===== config.mk =====
export PLATFORM = sky130hd
export DESIGN_NAME = seven_seg_counter_mux
export DESIGN_NICKNAME = d
export VERILOG_FILES = /design/src/rtl/seven_seg_counter_mux.sv
export SDC_FILE = /design/constraint.sdc
export NUM_CORES = 1
export LEC_CHECK = 0
export CORE_UTILIZATION = 50
export CTS_CLUSTER_DIAMETER = 40
export DETAILED_ROUTE_END_ITERATION = 16
export GPL_ROUTABILITY_DRIVEN = 0
export PLACE_DENSITY_LB_ADDON = 0.12
export SKIP_CTS_REPAIR_TIMING = 1
export SLEW_MARGIN = 20
export SYNTH_ARGS = -nofsm -noshare
export SYNTH_HDL_FRONTEND = slang
export SYNTH_SLANG_ARGS = --single-unit

===== constraint.sdc =====
create_clock -name in_clk -period 1.7 [get_ports in_clk]
set_input_delay 0.51 -clock in_clk [delete_from_list [all_inputs] [get_ports in_clk]]
set_output_delay 0.51 -clock in_clk [all_outputs]
set_load 0.05 [all_outputs]

===== src/rtl/seven_seg_counter_mux.sv =====
`timescale 1ns/1ps
// -----------------------------------------------------------------------------
// seven_seg_counter_mux
//
// Four-digit BCD event counter driving a multiplexed, common-anode
// seven-segment display.
//
// The count advances once on each enabled tick and can be cleared
// synchronously. A refresh prescaler steps a 2-bit scan index. The anode and
// cathode outputs are registered from that index and from the digit it
// selects.
//
// Parameters
//   REFRESH_DIV : in_clk cycles each digit is driven (2 .. 2**20)
//
// Ports
//   in_clk   : clock, all state changes on the rising edge
//   reset_n  : asynchronous active-low reset
//   tick     : one-cycle count-advance strobe (advances once per cycle high)
//   enable   : qualifies tick; tick is ignored when low
//   clear    : synchronous zeroing of the count, overrides tick/enable
//   an[3:0]  : active-low anodes, an[0] = ones digit, an[3] = thousands digit
//   seg[6:0] : active-low cathodes ordered {g,f,e,d,c,b,a}
//   rollover : one-cycle pulse following the 9999 -> 0000 wrap
//
// Configuration
//   LEADING_ZERO_BLANK_EN : when defined, a leading zero in digits 1-3 is
//                           blanked. The ones digit is always shown.
// -----------------------------------------------------------------------------
module seven_seg_counter_mux #(
  parameter int REFRESH_DIV = 100000
) (
  input  logic       in_clk,
  input  logic       reset_n,
  input  logic       tick,
  input  logic       enable,
  input  logic       clear,
  output logic [3:0] an,
  output logic [6:0] seg,
  output logic       rollover
);

  localparam int              PW         = (REFRESH_DIV > 2) ? $clog2(REFRESH_DIV) : 1;
  localparam logic [PW-1:0]   PRESC_LAST = PW'(REFRESH_DIV - 1);
  localparam logic [6:0]      SEG_BLANK  = 7'b1111111;
  localparam logic [6:0]      SEG_ZERO   = 7'b1000000;

  // Active-low cathode pattern for one BCD digit. Codes 10-15 cannot occur,
  // but they decode to dark as a safe default.
  function automatic logic [6:0] seg_decode(input logic [3:0] digit);
    logic [6:0] pattern;
    case (digit)
      4'd0:    pattern = 7'b1000000;
      4'd1:    pattern = 7'b1111001;
      4'd2:    pattern = 7'b0100100;
      4'd3:    pattern = 7'b0110000;
      4'd4:    pattern = 7'b0011001;
      4'd5:    pattern = 7'b0010010;
      4'd6:    pattern = 7'b0000010;
      4'd7:    pattern = 7'b1111000;
      4'd8:    pattern = 7'b0000000;
      4'd9:    pattern = 7'b0010000;
      default: pattern = SEG_BLANK;
    endcase
    return pattern;
  endfunction

  // ---------------------------------------------------------------------------
  // State
  // ---------------------------------------------------------------------------
  logic [3:0][3:0] r_count;     // r_count[0] = ones ... r_count[3] = thousands
  logic [PW-1:0]   r_presc;
  logic [1:0]      r_idx;
  logic [3:0]      r_an;
  logic [6:0]      r_seg;
  logic            r_rollover;

  // ---------------------------------------------------------------------------
  // BCD increment
  // ---------------------------------------------------------------------------
  // w_carry_in[i] is high when every digit below i is 9. Digit i therefore
  // receives the carry. w_carry_in[4] marks the 9999 wrap.
  logic [4:0]      w_carry_in;
  logic [3:0][3:0] w_count_inc;
  logic            w_advance;

  always_comb begin
    // NOTE: every signal assigned in always_comb gets a default first, so no
    // path can leave it unassigned and infer a latch.
    w_carry_in    = '0;
    w_carry_in[0] = 1'b1;
    w_count_inc   = r_count;
    for (int i = 0; i < 4; i++) begin
      w_carry_in[i+1] = w_carry_in[i] & (r_count[i] == 4'd9);
      if (w_carry_in[i]) begin
        w_count_inc[i] = (r_count[i] == 4'd9) ? 4'd0 : r_count[i] + 4'd1;
      end
    end
  end

  assign w_advance = tick & enable & ~clear;

  // NOTE: sequential state uses non-blocking assignments only. All registers
  // share one asynchronous reset branch, so reset_n low forces them at once,
  // with no clock edge needed.
  always_ff @(posedge in_clk or negedge reset_n) begin
    if (!reset_n) begin
      r_count    <= '0;
      r_rollover <= 1'b0;
    end else begin
      // clear wins over tick. It never raises rollover, even at 9999.
      if (clear) begin
        r_count <= '0;
      end else if (tick && enable) begin
        r_count <= w_count_inc;
      end
      r_rollover <= w_advance & w_carry_in[4];
    end
  end

  // ---------------------------------------------------------------------------
  // Refresh prescaler and scan index
  // ---------------------------------------------------------------------------
  always_ff @(posedge in_clk or negedge reset_n) begin
    if (!reset_n) begin
      r_presc <= '0;
      r_idx   <= 2'd0;
    end else if (r_presc == PRESC_LAST) begin
      r_presc <= '0;
      r_idx   <= r_idx + 2'd1;
    end else begin
      r_presc <= r_presc + 1'b1;
    end
  end

  // ---------------------------------------------------------------------------
  // Display selection
  // ---------------------------------------------------------------------------
  logic [3:0] w_sel_digit;
  logic       w_blank;
  logic [3:0] w_an_next;
  logic [6:0] w_seg_next;

  assign w_sel_digit = r_count[r_idx];

`ifdef LEADING_ZERO_BLANK_EN
  // A digit is a leading zero when it and every higher digit are zero.
  always_comb begin
    w_blank = 1'b0;
    case (r_idx)
      2'd1:    w_blank = (r_count[3:1] == '0);
      2'd2:    w_blank = (r_count[3:2] == '0);
      2'd3:    w_blank = (r_count[3]   == '0);
      default: w_blank = 1'b0;
    endcase
  end
`else
  assign w_blank = 1'b0;
`endif

  assign w_an_next  = ~(4'b0001 << r_idx);
  assign w_seg_next = w_blank ? SEG_BLANK : seg_decode(w_sel_digit);

  // The outputs are registered, so they lag count and index changes by one
  // cycle. Because an is decoded from a 2-bit index, exactly one anode is
  // always low.
  always_ff @(posedge in_clk or negedge reset_n) begin
    if (!reset_n) begin
      r_an  <= 4'b1110;
      r_seg <= SEG_ZERO;
    end else begin
      r_an  <= w_an_next;
      r_seg <= w_seg_next;
    end
  end

  assign an       = r_an;
  assign seg      = r_seg;
  assign rollover = r_rollover;

endmodule


==> results of run 1 <==
==> layer usage <==
metal / share of wire (%) / up-vias / track usage (%)
met4: 1.2 / 0 / 5.882
met2: 45 / 31 / 30.86
met3: 3.5 / 7 / 4.527
li1: - / 947 / -
met1: 50 / 941 / 29.03
met5: 0 / - / 0
==> Yosys cell counts (5+ instances only) <==
library cell and n:
nand3_1 7, dfrtp_1 43, xor2_1 10, xnor2_1 7, o21ai_0 14, nor2_1 24
a21oi_1 13, inv_1 15, nand4_1 5, ha_1 18, nand2_1 18
==> final cells by class <==
| type | count | share of cell area [%] |
|---|---|---|
| clock inverters | 2 | 0.3782 |
| inverters | 15 | 1.702 |
| flip-flops and latches | 47 | 35.74 |
| multi-input cells | 171 | 40.24 |
| clock buffers | 6 | 2.194 |
| repair buffers | 53 | 17.21 |
| well taps | 67 | 2.534 |
==> sequential cells by signal, summed over array words and instances (netlist names) <==
| register | cells |
|---|---|
| r_idx | 2 |
| seg | 7 |
| rollover | 1 |
| r_presc | 17 |
| an | 4 |
| r_count | 16 |
==> stage by stage <==
stage / cell area, um2 / hold slack (ns) / power, W
after global placement: 3128 / 0.4263 / 0.001432
after CTS: 3213 / 0.1077 / 0.002095
final: 3308 / 0.1018 / 0.002091
after floorplan: 2552 / 0.2144 / 0.001295
after global routing: 3308 / 0.1196 / 0.002168
after detailed placement: 3128 / 0.4317 / 0.001438
==> power by group <==
group,leakage [nW],total [W],switching [W],internal (W)
logic,0.854,0.000260,0.000134,0.000126
registers,0.621,0.00116,0.0000209,0.00114
clock network,0.0412,0.000667,0.000379,0.000288
==> how the worst min path moves through the flow <==
stage                  end  slack [ns]  cells after the start
2_1_floorplan        an[0]        0.21                      0
4_1_cts         r_count[7]        0.11                      1
3_3_place_gp        seg[0]        0.43                      1
3_5_place_dp        seg[0]        0.43                      1
6_report        r_count[6]        0.10                      1
5_1_grt        r_count[15]        0.12                      1
==> worst max-delay path: stages (launching register included) <==
cell and delay (ns):
dfrtp_1 0.40, ha_4 0.16, nand2_4 0.05, or4_4 0.43, nor3_4 0.27, mux2_4 0.32
==> logic make-up (layout without fill, tap and decap cells) <==
logic type | count (synthesis) | in the layout | share of synthesized area [%]
muxes | 9 | 9 | 5.616
and+or+nand+nor | 88 | 88 | 19.95
DFF | 47 | 47 | 46.50
buffers and inverters | 24 | 76 | 4.285
adders and majority gates | 18 | 18 | 8.867
xor gates and xnor gates | 17 | 17 | 5.862
AOI/OAI and AO/OA | 39 | 39 | 8.917
==> results.txt, run 1 <==
Status: complete, but fails checks
Failing checks: negative setup slack
Clock sink count: 47
Number of max-cap violations: 0
Worst IR Drop VDD: 0.3446 mV
RSZ-0062 raised after global routing: yes
Fmax: 0.5714 GHz
Slew headroom: 76.88%
Detailed Routing Iterations Pass 1: 4
Synth Register Bits: 47
Fin util: 68.68%
Place WS: -0.3844 ns
Worst setup path endpoint: r_idx[1]
CTS tree: yes
Area of the multi-input gates: 1331 um2
Tcrit/Tclk final: 102.9%
Primary FF master, synth: dfrtp_1
Commonest non-fill, non-tap cell in the layout: dfrtp_1
Row Count: 25
Share of the synthesized area in the top cell type: 42.36%
Mapped Nets: 265
Worst skew pair latency: 0.30 ns
Sequential-to-total area share from yosys stat: 46.50%
Initial core utilization: 52.73%
Synth Cell Area: 2540 um2
Detailed-route wire length per cell: 13.58 um
Nets@finish: 316
Syn avg cell area: 10.50 um2
Crit path max fanout: 4
Cell taking the most area after synthesis: dfrtp_1
Antenna violations before repair: 0
Ys async rst share: 100.0%
Area grow syn2layout: 30.25%
I/O Buffers: 16
DRT antenna net count: 0
Share of layout cells above drive strength 1: 33.67%
DP Cell Count: 351
DR vias/cell: 5.335
WP data arrival: 1.93 ns
Root buf cell: clkbuf_8
Final TNS setup: -0.06555 ns
CTS Buf Count: 5
N_diodes: 0
Syn. warnings: 0
Die ar.: 5369 um2
Core area: 4817 um2
Reg-to-reg slack, setup: -0.05 ns
H-tree depth: 2
Vias in the first global route: 1822
DR vias: 1926
Final Non-Filler Cells: 361
Slew @ Worst Pin: 0.3469 ns
Final worst slack: -0.05009 ns
Synth cell types: 50
Crit. Startpoint: r_presc[0]
Worst Hold Class: input pin to async pin
Setup crit end kind: flop
Synth area leaders: dfrtp_1 (42%), ha_1 (8.9%), dfstp_2 (4.1%), mux4_2 (3.5%), nor2_1 (3.5%)
Die width: 73.28 um
I/O pins: 17
GRT overflow: 0
Largest net degree at the start of global routing: 36
First-pass GRT wire length: 8.314 mm
Hold Fails Final Rpt: 0
Kind of critical path: flop to flop
Starting DRT DRC Count: 69
Cells after synthesis: 242
Power per Cell Area: 632.1 nW/um2
R2r startpoint: r_presc[0]
Most frequent cells in the layout: dfrtp_1 (42), buf_4 (34), nor2_1 (24)
Final setup viols: 2
Period minus WS final: 1.750 ns
DRC: 0
Routed wire length: 4.903 mm
FF/Latch Area: 1182 um2
Slew Limit Fails: 0
Worst r2r dst: r_idx[1]
Reg clk slew, reported paths: 0.09 ns
Clock Skews: 0.008227 ns
CP Data Required Time: 1.88 ns
CP Launch Type: flop
Number of flops mapped to enable cells by yosys: 0
Dpl hpwl: 3.617 mm
CTS max path bufs: 2
GRT Total Usage: 20.27%
R2R cell count: 5
FILL cells: 398
Leak: 1.516 nW
Vert. Die Dim: 73.28 um
Power figures use the tool's default switching activity.
==> run 2, diff against run 1 <==
- CORE_MARGIN: unset -> 2
==> results.txt, run 2 (synthesis gave the netlist of run 1 again) <==
Final Power: 0.002256 W (+7.9%)
Fin util: 71.43% (+2.8 points)
Commonest non-fill, non-tap cell in the layout: dfrtp_1
Period minus WS final: 1.716 ns (-0.03425 ns)
Detailed Routing Iterations Pass 1: 4 (unchanged)
DR vias: 1947 (+1.1%)
Switch share: 24.01% (-1.5 points)
Area grow syn2layout: 35.47%
Final setup viols: 4 (+2)
Vert. Die Dim: 75.28 um (+2.7%)
Most flop-heavy register: r_presc
Worst skew pair latency: 0.30 ns (about the same)
DRC: 0 (unchanged)
I/O Buffers: 16 (unchanged)
Hold Fails Final Rpt: 0 (unchanged)
N_diodes: 0 (unchanged)
Row Count: 25 (unchanged)
Failing checks: negative setup slack
Most frequent cells in the layout: dfrtp_1 (42), buf_4 (39), nor2_1 (23)
Slew @ Worst Pin: 0.3457 ns (-0.001168 ns)
Largest net degree at the start of global routing: 24 (-33%)
Kind of critical path: flop to flop
H-tree depth: 2 (unchanged)
Logic pwr share: 11.9% (-0.5 points)
Dpl hpwl: 3.728 mm (+3.1%)
GRT Total Usage: 20.38% (+0.11 points)
Core area: 4817 um2 (unchanged)
I/O pins: 17 (unchanged)
Slew Limit Fails: 0 (unchanged)
Leak: 1.568 nW (+3.4%)
Initial core utilization: 52.73% (unchanged)
RSZ-0062 raised after global routing: yes
Detailed-route wire length per cell: 13.95 um (+2.7%)
Worst Hold Class: input pin to async pin
Crit path max fanout: 4 (unchanged)
GRT overflow: 0 (unchanged)
First-pass GRT wire length: 8.666 mm (+4.2%)
FILL cells: 365 (-8.3%)
CTS tree: yes
Share of layout cells above drive strength 1: 37.42% (+3.7 points)
CP Launch Type: flop
Max FFs per register: 17 (unchanged)
Die ar.: 5666 um2 (+5.5%)
Antenna violations before repair: 0 (unchanged)
Routed wire length: 5.148 mm (+5.0%)
CP Data Required Time: 1.93 ns (+0.05 ns)
Clock sink count: 47 (unchanged)
DP Cell Count: 353 (+0.57%)
Slew headroom: 76.95% (+0.078 points)
P_int: 0.001714 W (+10%)
Final worst slack: -0.01584 ns (+0.03425 ns)
DRT antenna net count: 0 (unchanged)
Nets@finish: 324 (+2.5%)
Switching pwr: 0.0005416 W (+1.4%)
Reg clk slew, reported paths: 0.09 ns (about the same)
Share of power burned in registers: 51.7% (-4.0 points)
Power per Cell Area: 655.5 nW/um2 (+3.7%)
CTS Buf Count: 5 (unchanged)
Tcrit/Tclk final: 100.9% (-2.0 points)
Fmax: 0.5828 GHz (+2.0%)
Setup crit end kind: flop
Clock network fraction of design power: 36.4% (+4.5 points)
Number of max-cap violations: 0 (unchanged)
Status: complete, but fails checks
WP data arrival: 1.94 ns (about the same)
Die width: 75.28 um (+2.7%)
Vias in the first global route: 1842 (+1.1%)
Clock Skews: 0.009607 ns (+0.001380 ns)
Final Non-Filler Cells: 369 (+2.2%)
Worst IR Drop VDD: 0.2911 mV (-16%)
Starting DRT DRC Count: 77 (+12%)
CTS max path bufs: 2 (unchanged)
Root buf cell: clkbuf_8
DR vias/cell: 5.276 (-1.1%)
-- run 2: worst max-delay path, cell delays in order, from the launching register on --
cell     delay (ns)
dfrtp_1        0.38
inv_1          0.06
ha_1           0.16
and3b_2        0.27
a21oi_2        0.08
or4b_4         0.52
o21ai_2        0.17
-- run 2: worst paths after layout --
check,start,endpoint,slack (ns),cells after the start
max reg2reg,r_count[1],r_count[10],-0.02,6
max in group asynchronous,reset_n,r_presc[4],1.13,2
min reg2reg,r_presc[14],r_presc[14],0.50,1
max,r_count[1],r_count[10],-0.02,6
min,reset_n,an[0],0.1,1
min in group in_clk,r_presc[14],r_presc[14],0.50,1
-- run 2: per-stage QoR --
stage	hold WS [ns]	setup slack [ns]	setup TNS [ns]	instance area, um2
after global routing	0.1206	-0.1135	-0.8780	3441
final	0.09576	-0.01584	-0.03447	3441
after detailed placement	0.4420	-0.4237	-3.469	3143
after floorplan	0.2144	-0.008364	-0.02095	2552
after CTS	0.1060	-0.1471	-0.8330	3253
after global placement	0.4381	-0.3582	-2.946	3143
-- run 2: final cells by class --
type,instances,area (um2),share of cell area [%]
sequential,47,1182,34.36
tap,67,83.83,2.436
inverter,15,56.30,1.636
timing repair buffer,61,644.4,18.73
clock inverter,2,37.54,1.091
clock buffer,6,72.57,2.109
multi-input combinational,171,1364,39.64
-- run 2: per-layer routing --
layer | GRT usage (%) | routed length, um | share of wire [%]
met1 | 29.04 | 2444 | 47
met2 | 31.29 | 2422 | 47
met3 | 4.685 | 194 | 3.8
met4 | 6.043 | 87 | 1.7
met5 | 0 | 0 | 0
-- run 2: power groups by stage --
stage                     Sequential (W)  Clock, W  Combinational [W]
after CTS                        0.00117  0.000832           0.000252
after floorplan                  0.00122         0          0.0000796
after global placement           0.00119         0           0.000247
after global routing             0.00117  0.000876           0.000298
after detailed placement         0.00119         0           0.000251
final                            0.00117  0.000821           0.000269
==> run 3, diff against run 2 <==
- CORE_MARGIN: 2 -> unset
- CTS_CLUSTER_SIZE: unset -> 40
==> results of run 3 <==
Final layout, timing and power as in run 1 (identical DEF).
